**src/rtl/cirno9_sram_ctrl.sv**
```systemverilog
// +----------------------------------------------------------------------------+
// | cirno9_sram_ctrl : single-port 32-bit SRAM controller, fixed WAIT latency   |
// | Option macro     : CIRNO_SRAM_BUSERR_EN (out-of-range address -> o_err)     |
// | Revision         : 1.0 initial release                                     |
// +----------------------------------------------------------------------------+
`default_nettype none

module cirno9_sram_ctrl #(
   parameter int WAIT = 1,
   parameter int AW   = 14
) (
   input  logic          clk,
   input  logic          rst,
   input  logic          i_sram_ren,
   input  logic [3:0]    i_sram_wen,
   input  logic [31:0]   i_adr,
   input  logic [31:0]   i_wdat,
   output logic          o_hs_ram4ls_rdy,
   output logic [31:0]   o_rdat,
   output logic          o_err,
   output logic          sram_ce,
   output logic [3:0]    sram_we,
   output logic [AW-1:0] sram_addr,
   output logic [31:0]   sram_wdata,
   input  logic [31:0]   sram_rdata
);

   typedef enum logic [1:0] {
      S_IDLE = 2'd0,
      S_ACC  = 2'd1,
      S_WT   = 2'd2,
      S_RESP = 2'd3
   } state_t;

   state_t        state_q, state_d;
   logic [3:0]    cnt_q, cnt_d;
   logic          rd_q, rd_d;
   logic          ce_q, ce_d;
   logic [3:0]    we_q, we_d;
   logic [AW-1:0] addr_q, addr_d;
   logic [31:0]   wdat_q, wdat_d;
   logic [31:0]   rdat_q, rdat_d;
   logic          rdy_q, rdy_d;
   logic          err_q, err_d;

   logic w_req;
   logic w_oor;
   assign w_req = i_sram_ren | (|i_sram_wen);

`ifdef CIRNO_SRAM_BUSERR_EN
   logic w_unused_adr;
   assign w_oor        = |i_adr[31:AW+2];
   assign w_unused_adr = ^i_adr[1:0];
`else
   // Upper address bits alias onto the SRAM; they never reach any logic.
   logic w_unused_adr;
   assign w_oor        = 1'b0;
   assign w_unused_adr = ^{i_adr[31:AW+2], i_adr[1:0]};
`endif

   always_ff @(posedge clk or posedge rst) begin
      if (rst) begin
         state_q <= S_IDLE;
         cnt_q   <= 4'd0;
         rd_q    <= 1'b0;
         ce_q    <= 1'b0;
         we_q    <= 4'd0;
         addr_q  <= '0;
         wdat_q  <= 32'd0;
         rdat_q  <= 32'd0;
         rdy_q   <= 1'b0;
         err_q   <= 1'b0;
      end else begin
         state_q <= state_d;
         cnt_q   <= cnt_d;
         rd_q    <= rd_d;
         ce_q    <= ce_d;
         we_q    <= we_d;
         addr_q  <= addr_d;
         wdat_q  <= wdat_d;
         rdat_q  <= rdat_d;
         rdy_q   <= rdy_d;
         err_q   <= err_d;
      end
   end

   // Strobes and handshake are computed one state ahead so every output is a flop.
   always_comb begin
      state_d = state_q;
      cnt_d   = cnt_q;
      rd_d    = rd_q;
      ce_d    = 1'b0;
      we_d    = 4'd0;
      addr_d  = addr_q;
      wdat_d  = wdat_q;
      rdat_d  = rdat_q;
      rdy_d   = 1'b0;
      err_d   = 1'b0;
      case (state_q)
         S_IDLE: begin
            if (w_req) begin
               rd_d   = (i_sram_wen == 4'd0);
               addr_d = i_adr[AW+1:2];
               wdat_d = i_wdat;
               if (w_oor) begin
                  state_d = S_RESP;
                  rdy_d   = 1'b1;
                  err_d   = 1'b1;
                  if (i_sram_wen == 4'd0) rdat_d = 32'd0;
               end else begin
                  state_d = S_ACC;
                  ce_d    = 1'b1;
                  we_d    = i_sram_wen;
               end
            end
         end
         S_ACC: begin
            state_d = S_WT;
            cnt_d   = 4'(WAIT - 1);
         end
         S_WT: begin
            if (cnt_q == 4'd0) begin
               state_d = S_RESP;
               rdy_d   = 1'b1;
               if (rd_q) rdat_d = sram_rdata;
            end else begin
               cnt_d = cnt_q - 4'd1;
            end
         end
         default: begin
            state_d = S_IDLE;
         end
      endcase
   end

   assign o_hs_ram4ls_rdy = rdy_q;
   assign o_rdat          = rdat_q;
   assign sram_ce         = ce_q;
   assign sram_we         = we_q;
   assign sram_addr       = addr_q;
   assign sram_wdata      = wdat_q;

`ifdef CIRNO_SRAM_BUSERR_EN
   assign o_err = err_q;
`else
   logic w_unused_err;
   assign w_unused_err = err_q;
   assign o_err        = 1'b0;
`endif

endmodule

`default_nettype wire

```
**config.mk**
```make
export PLATFORM = sky130hd
export DESIGN_NAME = cirno9_sram_ctrl
export DESIGN_NICKNAME = d
export VERILOG_FILES = /design/src/rtl/cirno9_sram_ctrl.sv
export SDC_FILE = /design/constraint.sdc
export NUM_CORES = 1
export LEC_CHECK = 0
export BUFFER_PORTS_ARGS = -buffer_cell sky130_fd_sc_hd__clkbuf_2
export CORE_ASPECT_RATIO = 1.5
export CORE_MARGIN = 4
export CORE_UTILIZATION = 39
export DETAILED_ROUTE_END_ITERATION = 6
export GPL_TIMING_DRIVEN = 1
export PLACE_DENSITY = 0.81
export SYNTH_ARGS = -nofsm -noshare
export SYNTH_HDL_FRONTEND = slang
export SYNTH_SLANG_ARGS = --single-unit
```
**constraint.sdc**
```tcl
create_clock -name clk -period 4.17 [get_ports clk]
set_input_delay 0.834 -clock clk [delete_from_list [all_inputs] [get_ports clk]]
set_output_delay 0.834 -clock clk [all_outputs]
set_load 0.01 [all_outputs]
```
==> metrics.txt, run 1 <==
Post-Route WL=7470 microns; time the worst path needs with I/O delays and setup=around 2.5 ns; Gate power share=37.1%; Synth Instances=219; Clock transition at path regs=approximately 0.060 ns; mean routed wirelength per cell=approximately 15 microns; # IOs=188; WS Path Type=register to register; Port Buffer Count=168; vias in the first global route=~2,700; initial DRC count=36; power per cell area=804 nW/um^2; met1 WL=around 2700 microns; area of the multi-input gates=approximately 1200 sq um; net count after synthesis=between 300 and 400; Pwr Total=0.00388 W; DR vias=2,381; routed wl met3=625 microns; die height=125 microns; Min-Delay Path Class=register to register; Die Area=10,700 sq um; nets=around 500; first-pass GRT wire length=12,400 microns; # resized after CTS=0; Sw Pwr=0.00122 W; ANT cells=0; overall global routing resource usage=14.8%; DRT Pass-1 Iters=4; LEAKAGE=2.45 nW; Die Wd=85.7 microns; crit path capture type=register; Worst-Skew Late Latency=roughly 0.33 ns; Clock Path Buffers=2; Internal=0.00266 W; max-slew violations=0; final setup TNS=0 ns; hold buffers post-CTS=0; Hold Vio Cnt, Final=0; Clock Power Share=23.7%; share of layout cells above drive strength 1=approximately 61%; RSZ-0062 raised after global routing=false; hpwl dp=5870 microns; MaxCap Viol Count=0; post-CTS setup buffers=0; status=finished clean; post-route ant nets=0; Crit path required time=4.38 ns; post-synthesis sequential area ratio=between 60% and 70%; initial antenna violation count=0; Initial Utilization=about two fifths; RePlAce Congestion=0.704; Fin Clk Skew=0.00868 ns; Root Buffer=clkbuf_16; number of vias per cell=approximately 4.7; largest net degree at the start of global routing=65; row cnt=42; CTS tree=yes; register area=2280 sq um; CTS Sinks=91; number of synthesized register bits=91; H-tree depth=3; Worst Tran Pin Value=between 1 and 1.5 ns; core box area=8830 sq um; Peak VDD IR=0.361 mV; f_max=0.396 GHz; warnings from Yosys=0; final setup vio count=0; sw frac=roughly a third; Period Utilization, post-route=just over 60%; Met2 Wirelength=a little under 4000 microns; GRT Residual Overflow=0; fillers=750; Avg Inst Size Synth=16.1 sq um; post-synth cell types=24; uppermost layer routed=met4; Area Overhead vs Synth=36.5%; Mapped Area=3530 sq um; Worst Path Arrival=2.74 ns; CP Max Fanout=21; CP startpoint kind=register; # DRC=0; Reg power frac=39.2%; CTS buffer count=9; worst rel slew slack=a little under a third
-- per-layer routing --
layer,global-route usage [%],up-vias
met5,0,-
met4,6.24,0
met3,4.96,18
met2,25.9,111
met1,15.9,1150
li1,-,1102
-- per-stage QoR --
stage	cell area [sq um]	utilization (%)	worst slack [ns]	instances	hold WS (ns)
final	4820	54.6	1.64	508	0.489
after global routing	4820	54.6	1.49	508	0.496
after CTS	4820	54.6	1.60	508	0.494
after detailed placement	4480	50.8	1.44	492	0.481
after global placement	4480	50.8	1.46	492	0.474
after floorplan	3530	-	0.972	219	0.468
-- worst paths after layout --
kind	startpoint	end	slack [ns]	cells past startpoint
setup / recovery	state_q[0]	o_rdat[7]	1.64	6
hold reg to reg	sram_wdata[22]	sram_wdata[22]	0.49	1
min in group asynchronous	rst	sram_wdata[19]	0.71	2
hold / removal	sram_wdata[22]	sram_wdata[22]	0.49	1
max in group asynchronous	rst	o_rdat[0]	2.68	3
setup reg to reg	state_q[0]	o_rdat[7]	1.64	6
-- synth_stat cells --
cell / count / share of area (%)
nor2_1: 1 / 0.11
a2bb2oi_1: 1 / 0.25
and4bb_2: 1 / 0.35
inv_1: 6 / 0.64
buf_2: 3 / 0.42
buf_4: 2 / 0.42
nand2_1: 5 / 0.53
buf_6: 2 / 0.64
nor3_1: 1 / 0.14
nand2b_1: 3 / 0.53
a21oi_1: 2 / 0.28
o21ai_2: 1 / 0.25
nand3_1: 1 / 0.14
dfrtp_1: 91 / 64
and2_1: 4 / 0.71
or3b_2: 1 / 0.25
mux2_1: 29 / 9.2
o22a_1: 1 / 0.25
or4_4: 1 / 0.32
mux2_2: 50 / 16
buf_8: 2 / 0.85
ha_1: 5 / 1.8
conb_1: 1 / 0.11
mux2i_1: 5 / 1.4
-- state kept, by name, summed over array words and instances, names as in the netlist --
name,cells
cnt_q,4
o_hs_ram4ls_rdy,1
o_rdat,32
rd_q,1
sram_addr,14
sram_ce,1
sram_wdata,32
sram_we,4
state_q,2
-- critical path, stage by stage (launching register included) --
cell and delay [ns]:
dfrtp_1 0.38, inv_1 0.07, ha_1 0.29, and4bb_2 0.28
nand2_1 0.67, buf_4 0.34, mux2_2 0.36
-- power groups by stage --
stage / clock, W / combinational (W) / sequential [W]
final: 0.000920 / 0.00144 / 0.00152
after global routing: 0.000994 / 0.00157 / 0.00158
after CTS: 0.000946 / 0.00147 / 0.00152
after detailed placement: 0 / 0.00147 / 0.00154
after global placement: 0 / 0.00143 / 0.00151
after floorplan: 0 / 0.000698 / 0.00172
-- placed cells by master (no fill, tap or decap), drive strengths merged, types with 2 or more instances in the layout --
cell type  synthesis  routed
clkbuf             0     180
dfrtp             91      91
mux2              79      79
nand2              5       5
inv                6       5
mux2i              5       5
ha                 5       5
and2               4       4
buf                9       4
nand2b             3       3
bufinv             0       3
a21oi              2       2
-- cell type report --
class	count	share of cell area [%]
inverter	6	0.493
multi-input combinational	113	24.0
clock buffer	12	5.11
timing repair buffer	172	18.3
tap	110	2.85
clock inverter	4	2.02
sequential	91	47.2
-- cell families after synthesis --
| kind of cell | count (synthesis) | share of synthesized area (%) |
|---|---|---|
| AOI/OAI and AO/OA | 5 | 1.03 |
| and+or+nand+nor | 18 | 3.08 |
| muxes | 84 | 26.6 |
| DFF | 91 | 64.4 |
| buffers and inverters | 15 | 2.97 |
| other | 1 | 0.106 |
| adders and majority gates | 5 | 1.77 |
Power figures use the tool's default switching activity.
==> run 2: changes to the inputs <==
Settings changed: PLACE_DENSITY 0.81 to 0.84.
Clock period 4.17 ns to 2.27 ns, I/O delays scaled along.
==> metrics.txt, run 2 (synthesis gave the netlist of run 1 again) <==
status=finished clean; Gate power share=38.1% (+1.0 points); die height=125 microns (unchanged); commonest non-fill, non-tap cell in the layout=clkbuf_2; Initial Utilization=40.0% (unchanged); Fin Clk Skew=0.0115 ns (+0.00281 ns); vias in the first global route=2,636 (-1.6%); initial antenna violation count=0 (unchanged); ANT cells=0 (unchanged); LEAKAGE=2.44 nW (-0.25%); worst setup path end=o_rdat[6]; H-tree depth=3 (unchanged); time the worst path needs with I/O delays and setup=1.90 ns (-0.629 ns); hold buffers post-CTS=0 (unchanged); overall global routing resource usage=15.1% (+0.32 points); power per cell area=1460 nW/um^2 (+81%); post-route cell area=4810 sq um (-0.23%); GRT Residual Overflow=0 (unchanged); reg-to-reg setup timing slack=0.37 ns (-1.27 ns); CTS buffer count=9 (unchanged); Worst path slowest cell=mux2_2; R2R cell count=6 (unchanged); crit path capture type=register; CTS Sinks=91 (unchanged); post-CTS setup buffers=0 (unchanged); # resized after CTS=0 (unchanged); Worst Path Arrival=2.10 ns (-0.64 ns); FF-to-FF Start=state_q[0]; Die Area=10,700 sq um (unchanged); CP Depth=6 (unchanged); Setup crit start=state_q[0]; worst rel slew slack=62.0% (+31 points); WS Path Type=register to register; cell family with most CP delay=simple AND/OR/NAND/NOR gates; sw frac=32.1% (+0.78 points); worst path cell trace=inv_1 -> ha_1 -> and4bb_2 -> nand2_1 -> buf_4 -> mux2_2; Root Buffer=clkbuf_16; final setup vio count=0 (unchanged); MaxCap Viol Count=0 (unchanged); DR vias=2,387 (+0.25%); fillers=744 (-0.80%); Worst Tran Pin Value=0.570 ns (-0.471 ns); pre-CTS setup slack=0.219 ns (-1.22 ns); row cnt=42 (unchanged); Clock Path Buffers=2 (unchanged); Crit path required time=2.48 ns (-1.90 ns); hpwl dp=6190 microns (+5.4%); max-slew violations=0 (unchanged); f_max=0.527 GHz (+33%); nets=503 (+0.40%); DP Area=4500 sq um (+0.39%); RePlAce Congestion=0.746 (+6.0%); worst setup margin=0.373 ns (-1.27 ns); CP startpoint kind=register; initial DRC count=51 (+42%); Min-Delay Path Class=input pin to asynchronous set/reset pin; Max stage delay on crit path=0.37 ns (-0.30 ns); share of layout cells above drive strength 1=61.2% (+0.60 points); Worst-Skew Late Latency=0.33 ns (about the same); final setup TNS=0 ns (unchanged); Post-Route WL=7650 microns (+2.4%); Die Wd=85.7 microns (unchanged); Period Utilization, post-route=83.6% (+23 points); CP Max Fanout=22 (+4.8%); Peak VDD IR=0.819 mV (+130%); Port Buffer Count=168 (unchanged); first-pass GRT wire length=12,700 microns (+2.1%); core box area=8830 sq um (unchanged); RSZ-0062 raised after global routing=false; Clock Power Share=22.1% (-1.6 points); area of the multi-input gates=1160 sq um (unchanged); Area Overhead vs Synth=36.2%; largest net degree at the start of global routing=49 (-25%); commonest cells after routing, fill and taps aside=168 x clkbuf_2, 91 x dfrtp_1, 50 x mux2_2; Hold Vio Cnt, Final=0 (unchanged); register area=2280 sq um (unchanged); DRT Pass-1 Iters=4 (unchanged); WP buf/inv=2 (unchanged); Internal=0.00476 W (+79%); Reg power frac=39.7% (+0.5 points); # DRC=0 (unchanged); mean routed wirelength per cell=15.0 microns (+2.2%); post-route ant nets=0 (unchanged); RR Endpoint=o_rdat[6]; # IOs=188 (unchanged); CTS tree=yes; number of vias per cell=4.69 (about the same); Sw Pwr=0.00225 W (+85%); Clock transition at path regs=0.06 ns (about the same)
## run 2: cell type report
| cell class | count | area share [%] |
|---|---|---|
| Sequential cell | 91 | 47.3 |
| Multi-Input combinational cell | 113 | 24.1 |
| Timing Repair Buffer | 174 | 18.7 |
| Clock buffer | 9 | 4.68 |
| Inverter | 6 | 0.546 |
| Tap cell | 110 | 2.86 |
| Clock inverter | 6 | 1.87 |
## run 2: worst min-delay path by stage
stage	slack, ns	depth (start not counted)	endpoint
floorplan	0.47	1	cnt_q[0]
global placement	0.48	1	sram_wdata[18]
detailed placement	0.48	1	sram_wdata[18]
CTS	0.29	3	o_rdat[17]
global route	0.32	3	o_rdat[30]
finish	0.28	3	o_rdat[13]
## run 2: worst min-delay path, stage by stage
cell and delay (ns):
clkbuf_2 0.10, clkinvlp_4 0.06, buf_4 0.45
## run 2: stage by stage
stage | std cells | util (%) | power, W | hold slack [ns]
floorplan | 219 | - | 0.00444 | 0.468
global placement | 494 | 50.9 | 0.00541 | 0.476
detailed placement | 494 | 50.9 | 0.00557 | 0.481
CTS | 509 | 54.5 | 0.00714 | 0.294
global route | 509 | 54.5 | 0.00748 | 0.319
finish | 509 | 54.5 | 0.00701 | 0.283
## run 2: power groups by stage
stage          registers, W  clock network, W  logic, W
4_1_cts             0.00280           0.00160   0.00274
3_3_place_gp        0.00277                 0   0.00264
3_5_place_dp        0.00283                 0   0.00274
5_1_grt             0.00289           0.00167   0.00293
2_1_floorplan       0.00315                 0   0.00128
6_report            0.00279           0.00155   0.00267
## run 2: metal layers
| layer | global-route usage (%) | up-vias | share of wire [%] |
|---|---|---|---|
| met1 | 16.6 | 1150 | 36 |
| met3 | 4.43 | 24 | 8.3 |
| met2 | 26.4 | 112 | 52 |
| li1 | - | 1101 | - |
| met5 | 0 | - | 0 |
| met4 | 6.62 | 0 | 3.3 |
==> run 3: changes to the inputs <==
Clock period 2.27 ns to 1.7 ns, I/O delays scaled along.
==> metrics.txt, run 3 (synthesis gave the netlist of run 1 again) <==
# DRC=0 (unchanged); CTS buffer count=9 (unchanged); status=finished clean; initial DRC count=53 (+3.9%); Die Wd=85.7 microns (unchanged); WS Path Type=register to register; number of vias per cell=4.63 (-1.2%); first-pass GRT wire length=12,500 microns (-1.6%); hpwl dp=5950 microns (-3.8%); power per cell area=1930 nW/um^2 (+32%); ANT cells=0 (unchanged); LEAKAGE=2.55 nW (+4.2%); hold buffers post-CTS=0 (unchanged); DRT Pass-1 Iters=4 (unchanged); Hold Worst Slack=0.132 ns (-0.151 ns); DR vias=2,404 (+0.71%); vias in the first global route=2,592 (-1.7%); Worst-Skew Late Latency=0.32 ns (about the same); Fin Clk Skew=0.00634 ns (-0.00515 ns); worst path cell trace=inv_2 -> ha_4 -> or3b_4 -> a2bb2oi_2 -> mux2_2; Initial Utilization=40.0% (unchanged); share of layout cells above drive strength 1=64.8% (+3.6 points); final setup vio count=0 (unchanged); RePlAce Congestion=0.735 (-1.5%); Max stage delay on crit path=0.39 ns (+0.02 ns); Min-Delay Path Class=input pin to asynchronous set/reset pin; time the worst path needs with I/O delays and setup=1.64 ns (-0.252 ns); # IOs=188 (unchanged); Period Utilization, post-route=96.8% (+13 points); max-slew violations=0 (unchanged); RSZ-0062 raised after global routing=false; Crit path required time=1.91 ns (-0.57 ns); initial antenna violation count=0 (unchanged); die height=125 microns (unchanged); CP Max Fanout=3 (-86%); Worst path slowest cell=dfrtp_1; fin util=56.4% (+1.9 points); nets=512 (+1.8%); CTS tree=yes; Area Overhead vs Synth=41.0%; Die Area=10,700 sq um (unchanged); row cnt=42 (unchanged); post-CTS setup buffers=0 (unchanged); commonest non-fill, non-tap cell in the layout=clkbuf_2; Hold Vio Cnt, Final=0 (unchanged); crit path capture type=register; MaxCap Viol Count=0 (unchanged); Root Buffer=clkbuf_16; mean routed wirelength per cell=15.3 microns (+2.0%); core box area=8830 sq um (unchanged); pre-CTS setup slack=-0.217 ns (-0.436 ns); GRT Residual Overflow=0 (unchanged); Worst Path Arrival=1.85 ns (-0.25 ns); Peak VDD IR=0.908 mV (+11%); post-route ant nets=0 (unchanged); largest net degree at the start of global routing=92 (+88%); Port Buffer Count=168 (unchanged); worst setup margin=0.0551 ns (-0.318 ns); CP startpoint kind=register; CTS Sinks=91 (unchanged); H-tree depth=3 (unchanged); Clock transition at path regs=0.06 ns (about the same); overall global routing resource usage=14.9% (-0.15 points); Post-Layout Cell Count=519 (+2.0%); Clock Path Buffers=2 (unchanged); f_max=0.608 GHz (+15%); commonest cells after routing, fill and taps aside=168 x clkbuf_2, 91 x dfrtp_1, 50 x mux2_2; placed cell count=502 (+1.6%); Post-Route WL=7950 microns (+4.0%)
## run 3: timing repair
action	in CTS	in global routing
setup endpoints to repair	1	35
pin swaps	1	0
cloned	0	1
resized for setup	3	6
## run 3: power breakdown
group          switching [W]  internal, W
clock               0.000763      0.00129
sequential          0.000496      0.00322
combinational        0.00178      0.00204
## run 3: critical path: cells and delay by family, from the launching register on
kind	cells	cell delay, ns
adder cells (fa/ha/maj)	1	0.14
AO/OA/AOI/OAI	1	0.17
AND/OR/NAND/NOR	1	0.38
buffers and inverters	1	0.09
flip-flops	1	0.39
multiplexers	1	0.35
## run 3: layer usage
metal	global-route usage (%)	part of all wire (%)	wire length, microns	up-vias
li1	-	-	-	1124
met1	16.1	37	2910	1185
met2	27.5	56	4460	84
met3	3.18	5.6	447	11
met4	6.24	1.8	143	0
met5	0	0	0	-
## run 3: cell type report
type,instances,area (sq um)
inverter,6,26.3
multi-input combinational,113,1220
fill,724,3850
sequential,91,2280
timing repair buffer,183,1010
clock buffer,12,236
clock inverter,4,75.1
tap,110,138
## run 3: stage by stage
step           TNS [ns]  cell area, sq um  total power [W]
2_1_floorplan     -1.71              3570          0.00606
3_3_place_gp      -7.35              4610          0.00740
3_5_place_dp      -8.35              4610          0.00760
4_1_cts               0              4940          0.00970
5_1_grt               0              4980           0.0102
6_report              0              4980          0.00959
## run 3: final timing paths
path | endpoint | slack (ns) | from | depth (start not counted)
max in group asynchronous | o_rdat[9] | 1.19 | rst | 3
worst min-delay path | sram_wdata[20] | 0.13 | rst | 3
worst min register to register | sram_wdata[23] | 0.49 | sram_wdata[23] | 1
min in group clk | sram_wdata[24] | 0.22 | i_wdat[24] | 2
worst max register to register | state_q[1] | 0.06 | cnt_q[0] | 5
worst max-delay path | state_q[1] | 0.06 | cnt_q[0] | 5
